$ cat src/rtl/fuzzy_sched_pkg.sv
// Shared types and helpers for the fuzzy risk engine channel scheduler.
// The scheduler FSM state, the engine's risk domain limit and the operand
// clamp used before operands are handed to the engine.

package fuzzy_sched_pkg;

  // Scheduler FSM: wait for a grant, wait out the engine, hold the response.
  typedef enum logic [1:0] {
    IDLE = 2'd0,
    WAIT = 2'd1,
    RESP = 2'd2
  } state_t;

  // Upper limit of the engine's input domain (percent).
  localparam logic [7:0] RISK_MAX = 8'd100;

  // Saturate an 8-bit sensor reading into the engine domain 0..100.
  function automatic logic [7:0] clamp100(input logic [7:0] value);
    return (value > RISK_MAX) ? RISK_MAX : value;
  endfunction

endpackage

$ cat src/rtl/fuzzy_rr_arb.sv
// Round-robin arbiter for the fuzzy channel scheduler.
// Searches req starting one past ptr, wrapping, and returns the first
// requester both as a one-hot vector and as an index. Purely combinational;
// the caller owns the pointer register.

module fuzzy_rr_arb
  import fuzzy_sched_pkg::*;
#(
  parameter int NCH = 4,
  localparam int IW = $clog2(NCH)
) (
  input  logic [NCH-1:0] req,
  input  logic [IW-1:0]  ptr,
  output logic [NCH-1:0] grant_oh,
  output logic [IW-1:0]  grant_idx
);

  logic          found;
  logic [IW-1:0] cand;

  // Walk the channels in priority order ptr+1, ptr+2, ... and take the first hit.
  always_comb begin
    // NOTE: every variable written here gets a default first, so no path can
    // leave one unassigned and infer a latch.
    grant_oh  = '0;
    grant_idx = '0;
    found     = 1'b0;
    cand      = '0;
    for (int i = 1; i <= NCH; i++) begin
      cand = IW'((int'(ptr) + i) % NCH);
      if (!found && req[cand]) begin
        found          = 1'b1;
        grant_oh[cand] = 1'b1;
        grant_idx      = cand;
      end
    end
  end

endmodule

$ cat src/rtl/fuzzy_chan_sched.sv
// Time-shares one fuzzy risk engine among NCH rainfall/soil sensor channels.
// A round-robin grant selects a channel, its operands are clamped into the
// engine domain and registered onto eng_rain/eng_soil, the engine latency is
// counted out, and the risk is returned tagged with the channel number.
// Optional feature: define FUZZY_SCHED_ALARM_EN to add per-channel alarm
// flags (ports alarm_thresh and alarm) updated on each response handshake.

module fuzzy_chan_sched
  import fuzzy_sched_pkg::*;
#(
  parameter int NCH     = 4,
  parameter int ENG_LAT = 2
) (
  input  logic                    clk,
  input  logic                    rst_n,
  input  logic [NCH-1:0]          req_valid,
  output logic [NCH-1:0]          req_ready,
  input  logic [NCH*8-1:0]        req_rain,
  input  logic [NCH*8-1:0]        req_soil,
  output logic [7:0]              eng_rain,
  output logic [7:0]              eng_soil,
  input  logic [7:0]              eng_risk,
  output logic                    rsp_valid,
  input  logic                    rsp_ready,
  output logic [$clog2(NCH)-1:0]  rsp_chan,
  output logic [7:0]              rsp_risk,
  output logic                    busy
`ifdef FUZZY_SCHED_ALARM_EN
  ,
  input  logic [7:0]              alarm_thresh,
  output logic [NCH-1:0]          alarm
`endif
);

  localparam int IW = $clog2(NCH);
  localparam int CW = (ENG_LAT > 1) ? $clog2(ENG_LAT) : 1;

  state_t          state;
  state_t          next_state;
  logic [IW-1:0]   rr_ptr;
  logic [CW-1:0]   cnt;
  logic [NCH-1:0]  grant_oh;
  logic [IW-1:0]   grant_idx;
  logic            xfer;
  logic [7:0]      sel_rain;
  logic [7:0]      sel_soil;

  fuzzy_rr_arb #(
    .NCH (NCH)
  ) u_arb (
    .req       (req_valid),
    .ptr       (rr_ptr),
    .grant_oh  (grant_oh),
    .grant_idx (grant_idx)
  );

  // Grants are only offered while idle and never while reset is held.
  assign req_ready = (rst_n && state == IDLE) ? grant_oh : '0;
  assign xfer      = (state == IDLE) && (|(req_valid & req_ready));
  assign rsp_valid = (state == RESP);
  assign busy      = (state != IDLE);

  // Pick the granted channel's operands out of the packed request buses.
  always_comb begin
    sel_rain = '0;
    sel_soil = '0;
    for (int c = 0; c < NCH; c++) begin
      if (grant_idx == IW'(c)) begin
        sel_rain = req_rain[c*8 +: 8];
        sel_soil = req_soil[c*8 +: 8];
      end
    end
  end

  // Next-state logic for the IDLE -> WAIT -> RESP -> IDLE job cycle.
  always_comb begin
    next_state = state;
    case (state)
      IDLE:    if (xfer)        next_state = WAIT;
      WAIT:    if (cnt == '0)   next_state = RESP;
      RESP:    if (rsp_ready)   next_state = IDLE;
      default:                  next_state = IDLE;
    endcase
  end

  // State register; reset abandons any job in flight.
  always_ff @(posedge clk or negedge rst_n) begin
    // NOTE: sequential state uses non-blocking assignments so every register
    // samples the pre-edge values, independent of statement order.
    if (!rst_n) begin
      state <= IDLE;
    end else begin
      state <= next_state;
    end
  end

  // Datapath: launch operands on transfer, count latency, capture the result.
  always_ff @(posedge clk or negedge rst_n) begin
    if (!rst_n) begin
      rr_ptr   <= IW'(NCH - 1);
      cnt      <= '0;
      eng_rain <= '0;
      eng_soil <= '0;
      rsp_risk <= '0;
      rsp_chan <= '0;
    end else begin
      if (xfer) begin
        eng_rain <= clamp100(sel_rain);
        eng_soil <= clamp100(sel_soil);
        cnt      <= CW'(ENG_LAT - 1);
        rr_ptr   <= grant_idx;
      end
      if (state == WAIT) begin
        if (cnt != '0) begin
          cnt <= cnt - 1'b1;
        end else begin
          rsp_risk <= eng_risk;
          rsp_chan <= rr_ptr;
        end
      end
    end
  end

`ifdef FUZZY_SCHED_ALARM_EN
  logic rsp_fire;

  assign rsp_fire = (state == RESP) && rsp_ready;

  // Alarm per channel tracks whether its latest delivered risk met the threshold.
  always_ff @(posedge clk or negedge rst_n) begin
    if (!rst_n) begin
      alarm <= '0;
    end else if (rsp_fire) begin
      alarm[rsp_chan] <= (rsp_risk >= alarm_thresh);
    end
  end
`else
  // Alarm flags are not built; the scheduler core is unchanged.
`endif

endmodule
$ cat config.mk
export PLATFORM = sky130hd
export DESIGN_NAME = fuzzy_chan_sched
export DESIGN_NICKNAME = d
export VERILOG_FILES = /design/src/rtl/fuzzy_sched_pkg.sv /design/src/rtl/fuzzy_rr_arb.sv /design/src/rtl/fuzzy_chan_sched.sv
export SDC_FILE = /design/constraint.sdc
export NUM_CORES = 1
export LEC_CHECK = 0
export ABC_AREA = 1
export CAP_MARGIN = 0
export CORE_MARGIN = 8
export CORE_UTILIZATION = 44
export CTS_CLUSTER_DIAMETER = 120
export DETAILED_ROUTE_END_ITERATION = 10
export PLACE_DENSITY = 0.86
export SYNTH_ARGS = -nofsm -noshare
export SYNTH_HDL_FRONTEND = slang
export SYNTH_SLANG_ARGS = --single-unit
$ cat constraint.sdc
create_clock -name clk -period 8.4 [get_ports clk]
set_input_delay 0.84 -clock clk [delete_from_list [all_inputs] [get_ports clk]]
set_output_delay 0.84 -clock clk [all_outputs]
set_load 0.01 [all_outputs]
==> impl_metrics.toml <==
[flow_run]
maxCapViolations = 0

[cts]
cts_sinks = 31
clockRootBuffer = "clkbuf_8"
cts_tree = "done"
cts_setup_buffers = 0
cts-resized-gates = 0
clock_path_buffers = 2
clk_pin_slew_ns = 0.06
insertion_delay_ns = 0.27
numCtsBuffers = 5
postCtsHoldBufs = 0
htreeDepth = 2

[global_routing]
antenna_found_initial = 0
grt_pass1_wl_um = 12120
grt_remaining_overflow = 0
grt_max_degree = 33
grt_pass1_vias = 2649
grt_usage_pct = 19.78

[die]
pin_count = 111
start_util_pct = 45.41
dieArea_um2 = 7810
die_y_um = 88.38
rows = 26
die_x_um = 88.38
core_area_um2 = 5075

[sta]
relSlewSlack_pct = 65.99
max_freq_mhz = 258.0
clock-skew-final_ns = 0.006068
finalSetupTns_ns = 0
timing.final.crit_period_ns = 3.876
worst_slew_pin_slew_ns = 0.5087
finalHoldViolCount = 0
slew_viol_final = 0
setup_viol = 0
min_period_over_period_pct = 46.14
rsz0062_at_grt = "false"

[yosys]
syn_nets = 413
synth_seq_cells = 31
synthesis.area_um2 = 2305
syn_area_per_cell_um2 = 7.070
yosys_warnings = 0
syn_inst = 326
ys_seq_area_share_pct = 33.77
synth_cell_types = 32

[worst_setup_path]
criticalPathCategory = "reg2out"
setup.worst_path.start_class = "flop"
required_ns = 7.56
end_kind = "output port"
arrival_ns = 3.04
crit_fanout = 12

[power_and_ir_drop]
fin_total_pwr_mw = 1.600
power_density_nw_per_um2 = 454.0
p_leak_nw = 1.674
vdd_drop_max_mv = 0.2905

[hold_path]
hold_path_class = "reg2reg"

[routing]
wire_per_inst_um = 14.43
wirelength_um = 7329
drc_errors = 0
vias_per_cell = 5.051
ant_nets = 0
drtIter0Drc = 109
first_pass_iters = 4
vias = 2566

[status]
outcome = "completed"

[placement]
io_buffers = 110
dp_hpwl_um = 6162
routabilityCongestion = 1.007

[final_layout]
syn_to_final_growth_pct = 52.88
nets = 524
num_antenna_cells = 0
drive_above_1_share_pct = 10.27
## worst paths after layout
kind | slack, ns | endpoint | start | cells after the start
worst max-delay path | 4.52 | req_ready[0] | rr_ptr[0] | 11
worst min-delay path | 0.48 | eng_rain[1] | eng_rain[1] | 2
worst max register to register | 5.12 | eng_soil[1] | rr_ptr[0] | 15
worst min register to register | 0.48 | eng_rain[1] | eng_rain[1] | 2
max in group asynchronous | 7.11 | rr_ptr[1] | rst_n | 2
min in group asynchronous | 0.96 | eng_soil[0] | rst_n | 2
## cells by family after synthesis
kind of cell    Yosys count  synth area share [%]
compound gates           31                 7.981
fa+ha+maj                 8                 4.343
buf+inv                  43                 8.631
flops                    31                 33.77
mux                       8                 3.909
simple gates            205                 41.37
## flip-flops by register name, summed over array words and instances (netlist names)
register / flops
rsp_chan: 2
rsp_risk: 8
eng_soil: 8
cnt: 1
rr_ptr: 2
state: 2
eng_rain: 8
## synth_stat cells, drive strengths merged
library cell,instances,area share [%]
a22oi,4,1.3
dfrtp,29,31
o31ai,1,0.33
nand4,11,3.5
clkinv,1,0.16
nand3,31,7.4
o211ai,1,0.33
o22a,2,0.76
mux2,8,3.9
clkbuf,1,0.16
o21ai,15,3.3
nor2,28,5.9
dfstp,2,2.3
nand3b,2,0.65
inv,35,5.9
nor3,2,0.43
a21boi,1,0.33
ha,8,4.3
or2,2,0.54
nand2,129,23
a21oi,7,1.7
buf,6,2.4
## layout make-up
cell class / instances / area, um^2
clock buffers: 7 / 76.32
clock inverters: 1 / 5.005
fillers: 456 / 1551
inverters: 36 / 140.1
multi-input cells: 252 / 1328
flip-flops and latches: 31 / 778.2
well taps: 70 / 87.58
repair buffers: 111 / 1109
## layout by cell type (no fill, tap or decap), types with 2 or more instances in the layout
master             n
o22a_1             2
a22oi_1            4
nand4_1            9
inv_2              5
nand4_2            2
nand3b_1           2
a21oi_1            6
clkbuf_8           5
nand2_2            6
nand2_4            4
nand2_1          119
nand3_1           28
nor2_1            24
nor2_4             4
dfstp_2            2
clkbuf_1           2
mux2_2             8
ha_1               8
nor3_1             2
o21ai_1            5
inv_1             29
o21ai_0           10
clkdlybuf4s50_1  110
dfrtp_1           29
nand3_2            3
or2_2              2
## critical path: stages (launching register included)
cell             delay, ns
dfstp_2               0.70
inv_6                 0.10
ha_1                  0.36
inv_1                 0.11
nand3_1               0.09
nand2_1               0.12
nor3_1                0.42
nand2_1               0.11
nand3_1               0.12
nand2_1               0.05
inv_1                 0.06
clkdlybuf4s50_1       0.53
## stage by stage
step | cell area, um^2 | util (%) | std cells | hold slack [ns] | setup slack, ns
final | 3523 | 69.43 | 508 | 0.4797 | 4.524
after global routing | 3523 | 69.43 | 508 | 0.5175 | 4.229
after CTS | 3523 | 69.43 | 508 | 0.4811 | 4.534
after detailed placement | 3442 | 67.83 | 500 | 0.4643 | 4.582
after global placement | 3442 | 67.83 | 500 | 0.4631 | 4.690
after floorplan | 2305 | - | 326 | 0.4758 | 5.579
## routing by layer
| layer | GRT usage, % | part of all wire (%) |
|---|---|---|
| met5 | 0 | 0 |
| met4 | 6.912 | 1.7 |
| met3 | 8.635 | 11 |
| met2 | 33.81 | 48 |
| met1 | 21.20 | 40 |
## where the power goes
group          leakage (nW)  switching, mW  internal [mW]
Clock                0.0422         0.0504         0.0580
Combinational          1.26          0.771          0.459
Sequential            0.374         0.0425          0.218
Total                  1.67          0.864          0.736
Note: power is estimated with default switching activity, not from simulation.
